$ cat src/rtl/truth_table_scanner.sv
// truth_table_scanner
//   Drives all 16 input vectors of a 4-input combinational function under test.
//   For each vector it holds the vector for SETTLE_CYC cycles, then samples F
//   during one extra cycle. It captures the observed truth table and checks it
//   against a golden table.
//
// Ports
//   clk, rst_n       clock; asynchronous active-low reset
//   start            scan request, only looked at while idle
//   expected[15:0]   golden table, bit i = required F for vector i
//   f_in             F from the function under test
//   a_out..d_out     stimulus, {a,b,c,d} = vector index (a is the MSB)
//   busy             high while vectors are being applied
//   done             one-cycle pulse when the scan finishes
//   tt[15:0]         captured table, bit i = F observed for vector i
//   err_cnt[4:0]     number of mismatching vectors (0..16)
//   first_err[3:0]   lowest mismatching vector, qualified by first_err_valid
//   first_err_valid  at least one mismatch seen
//   pass             last completed scan had no mismatches
module truth_table_scanner #(
  parameter int SETTLE_CYC = 1  // 1..15
) (
  input  logic        clk,
  input  logic        rst_n,
  input  logic        start,
  input  logic [15:0] expected,
  input  logic        f_in,
  output logic        a_out,
  output logic        b_out,
  output logic        c_out,
  output logic        d_out,
  output logic        busy,
  output logic        done,
  output logic [15:0] tt,
  output logic [4:0]  err_cnt,
  output logic [3:0]  first_err,
  output logic        first_err_valid,
  output logic        pass
);

  typedef enum logic [1:0] {IDLE, SETTLE, SAMPLE, DONE} state_t;

  localparam logic [3:0] SETTLE_LAST = 4'(SETTLE_CYC - 1);

  state_t     state, state_nxt;
  logic [3:0] idx;
  logic [3:0] settle_cnt;
  logic       mismatch;

  assign mismatch = (f_in != expected[idx]);

  always_ff @(posedge clk or negedge rst_n) begin
    if (!rst_n) state <= IDLE;
    else        state <= state_nxt;
  end

  always_comb begin
    state_nxt = state;
    unique case (state)
      IDLE:    if (start) state_nxt = SETTLE;
      SETTLE:  if (settle_cnt == SETTLE_LAST) state_nxt = SAMPLE;
      SAMPLE:  state_nxt = (idx == 4'd15) ? DONE : SETTLE;
      DONE:    state_nxt = IDLE;
      default: state_nxt = IDLE;
    endcase
  end

  always_ff @(posedge clk or negedge rst_n) begin
    if (!rst_n) begin
      idx             <= '0;
      settle_cnt      <= '0;
      tt              <= '0;
      err_cnt         <= '0;
      first_err       <= '0;
      first_err_valid <= 1'b0;
      pass            <= 1'b0;
    end else begin
      unique case (state)
        IDLE: if (start) begin
          idx             <= '0;
          settle_cnt      <= '0;
          tt              <= '0;
          err_cnt         <= '0;
          first_err       <= '0;
          first_err_valid <= 1'b0;
          pass            <= 1'b0;
        end
        SETTLE: if (settle_cnt != SETTLE_LAST) settle_cnt <= settle_cnt + 4'd1;
        SAMPLE: begin
          tt[idx] <= f_in;
          if (mismatch) begin
            err_cnt <= err_cnt + 5'd1;
            if (!first_err_valid) begin
              first_err       <= idx;
              first_err_valid <= 1'b1;
            end
          end
          if (idx != 4'd15) begin
            idx        <= idx + 4'd1;
            settle_cnt <= '0;
          end else begin
            // Fold in the vector-15 comparison being registered this same edge.
            pass <= ((err_cnt + {4'd0, mismatch}) == 5'd0);
          end
        end
        default: ;
      endcase
    end
  end

  // Outputs decode straight from registered state, so they are glitch-free
  // and drop to zero the moment reset asserts.
  always_comb begin
    busy = (state == SETTLE) || (state == SAMPLE);
    done = (state == DONE);
    {a_out, b_out, c_out, d_out} = busy ? idx : 4'd0;
  end

endmodule

$ cat config.mk
export PLATFORM = sky130hd
export DESIGN_NAME = truth_table_scanner
export DESIGN_NICKNAME = d
export VERILOG_FILES = /design/src/rtl/truth_table_scanner.sv
export SDC_FILE = /design/constraint.sdc
export NUM_CORES = 1
export LEC_CHECK = 0
export ABC_AREA = 1
export BUFFER_PORTS_ARGS = -buffer_cell sky130_fd_sc_hd__buf_2
export CORE_MARGIN = 5
export CORE_UTILIZATION = 58
export DETAILED_ROUTE_END_ITERATION = 10
export GPL_ROUTABILITY_DRIVEN = 0
export MAX_ROUTING_LAYER = met4
export PLACE_DENSITY_LB_ADDON = 0.2
export SLEW_MARGIN = 20
export SYNTH_ARGS = -nofsm -noshare
export SYNTH_HDL_FRONTEND = slang
export SYNTH_SLANG_ARGS = --single-unit
$ cat constraint.sdc
create_clock -name clk -period 4.79 [get_ports clk]
set_input_delay 0.479 -clock clk [delete_from_list [all_inputs] [get_ports clk]]
set_output_delay 0.479 -clock clk [all_outputs]
set_load 0.02 [all_outputs]
==> results.md <==
* Hold WC Path Type: primary input to async pin
* Lkg Pwr at 1.49 nW
* Most used DFF post-synth: dfrtp_1
* ANT cells at 0
* Share of layout cells above drive strength 1 at 21.1%
* Drt total wl at 5190 um
* Routed Antenna Nets at 0
* Most common cell after layout, fill and taps aside: nand2_1
* Clock Latency Late Sink at 0.29 ns
* Total CTS buffers at 5
* Routed len/inst at 13.0 um
* CTS resizes at 0
* Core Footprint at 3740 um2
* Yosys reg bits at 37
* Global Route Usage Sum at 21.1%
* Post-synthesis cell type count at 31
* Port buffer count at 52
* Sequential-to-total area share from yosys stat at 40.6%
* Final setup vio count at 0
* Fin Setup TNS at 0 ns
* Nets@finish at 385
* Setup CP Type: flop to flop
* DRT Pass-1 Iters at 4
* Critical path peak fanout at 16
* Max Buffers Root-to-Sink at 2
* Arr. time, crit path at 3.08 ns
* Final hold viol count at 0
* Vias in the first global route at 1929
* Outcome: finished clean
* Net Count, Synth at 333
* DR vias/cell at 5.12
* Largest net degree at the start of global routing at 38
* Row count at 22
* Clk root buf: clkbuf_8
* Initial drt markers at 110
* Critical R2R Capture: pass
* Die width at 72.7 um
* Clock skew at 0.0104 ns
* GRT overflow at 0
* Worst IR Drop VDD at 297 uV
* Clk sinks at 37
* Clock H-tree levels at 2
* Mean Syn Cell Area at 7.65 um2
* Hold Buf Count CTS at 0
* Mapped Area at 2280 um2
* Routed wl met2 at 2480 um
* Ys async rst share at 100%
* R2R setup slack at 1.91 ns
* Max-capacitance violation count at 0
* Worst setup EP type: flop
* Synth Instances at 298
* Worst setup path startpoint: idx[0]
* Max Transition Viols Final at 0
* Area Overhead vs Synth at 17.2%
* Most frequent cells in the layout: 89 x nand2_1, 52 x buf_2, 50 x inv_1
* Initial antenna violation count at 0
* Post-CTS Setup Bufs at 0
* Die area at 5280 um2
* Synth warnings at 0
* Detailed placer's ending HPWL at 3850 um
* Max Used Layer: met4
* First-pass GRT wire length at 8540 um
* Pwr/cell area at 572 nW/um2
* Period utilisation layout at 60.1%
* Worst Reg2Reg Path Length in Cells at 17
* Setup WS post-layout at 1.91 ns
* RSZ-0062 raised after global routing: no
* Worst r2r src: idx[0]
* DR vias at 2041
* Residual DRC at 0
* Die Y at 72.7 um
* Worst-margin pin slew at 0.806 ns
* FMAX at 348 MHz
* WL met1 at 2290 um
* EDFF count, synth at 0
* Worst Setup Start Kind: flop
* Relative slew slack at 46.2%
* Power Total at 0.00153 W
* Pre-CTS setup slack at 1.96 ns
* Period minus WS final at 2.88 ns
* Critical path required time at 4.99 ns
* CTS tree: built
* Starting density of the core at 60.9%
* CTS clk-pin slew, worst paths at 0.08 ns
* Detail Route met3 WL at 321 um
* Num ports at 53
[area by class of cell]
| class | count | area (um2) |
|---|---|---|
| flip-flops and latches | 37 | 926 |
| inverters | 52 | 196 |
| repair buffers | 52 | 260 |
| well taps | 48 | 60.1 |
| clock inverters | 1 | 30.0 |
| clock buffers | 7 | 86.3 |
| fillers | 329 | 1070 |
| multi-input cells | 202 | 1110 |
[power breakdown]
part           internal [W]  leakage, nW  switching, W
combinational      0.000259        0.930      0.000541
clock              0.000170       0.0585      0.000111
sequential         0.000371        0.504     0.0000773
[logic make-up (layout without fill, tap and decap cells)]
group           after synthesis  after routing  synth area share [%]
simple gates                131            131                  26.1
buf+inv                      59            112                  10.6
xor+xnor                      6              6                  2.31
fa+ha+maj                    15             15                  8.23
flops                        37             37                  40.6
compound gates               50             50                  12.1
[cells in the mapped netlist, types with 2 or more instances]
library cell   n  share of area, %
buf_2          3              0.66
xor2_1         5               1.9
inv_1         50               8.2
o22ai_1       12               3.3
ha_1          15               8.2
nor2_1         8               1.3
nand2_2        2              0.55
o21ai_1        4              0.88
o21ai_0       12               2.6
nor2_2         3              0.82
dfrtp_1       37                41
nand3_1       16               3.5
nand2_1       89                15
buf_4          2              0.66
a21oi_1       18               4.0
nand2_4        2              0.99
nor2_4         2              0.99
nand4_1        5               1.4
[layer usage]
| layer | vias up | track usage (%) |
|---|---|---|
| met5 | - | - |
| met4 | 0 | 7.99 |
| met3 | 9 | 4.27 |
| met2 | 58 | 33.6 |
| met1 | 926 | 26.5 |
| li1 | 1048 | - |
[state kept, by name (all words and copies together) (netlist names)]
name	flops
settle_cnt	4
tt	16
state	2
pass	1
first_err	4
first_err_valid	1
err_cnt	5
idx	4
[worst max-delay path by stage]
stage,endpoint,slack (ns),cells past startpoint
after CTS,pass,1.91,17
after global placement,pass,2.00,16
final,pass,1.91,17
after floorplan,pass,2.51,15
after detailed placement,pass,1.96,16
after global routing,pass,1.61,17
[per-stage QoR]
| step | utilization (%) | std cells | hold WS, ns | area [um2] |
|---|---|---|---|---|
| 6_report | 71.4 | 399 | 0.277 | 2670 |
| 5_1_grt | 71.4 | 399 | 0.340 | 2670 |
| 4_1_cts | 71.4 | 399 | 0.300 | 2670 |
| 3_5_place_dp | 68.2 | 391 | 0.462 | 2550 |
| 3_3_place_gp | 68.2 | 391 | 0.450 | 2550 |
| 2_1_floorplan | - | 298 | 0.183 | 2280 |
[worst max-delay path, stage by stage, from the launching register on]
cell and delay (ns):
dfrtp_1 0.66, inv_2 0.19, nand2_1 0.10, nand2_1 0.05, nand2_1 0.05, nand2_1 0.05, nand2_1 0.05, nand2_1 0.06
nor2_1 0.09, nand2_1 0.06, nand2_2 0.09, clkinv_2 0.12, ha_1 0.23, ha_1 0.21, xor2_1 0.15, nor4_1 0.25
o211ai_1 0.14, o31ai_1 0.22
Power figures use the tool's default switching activity.
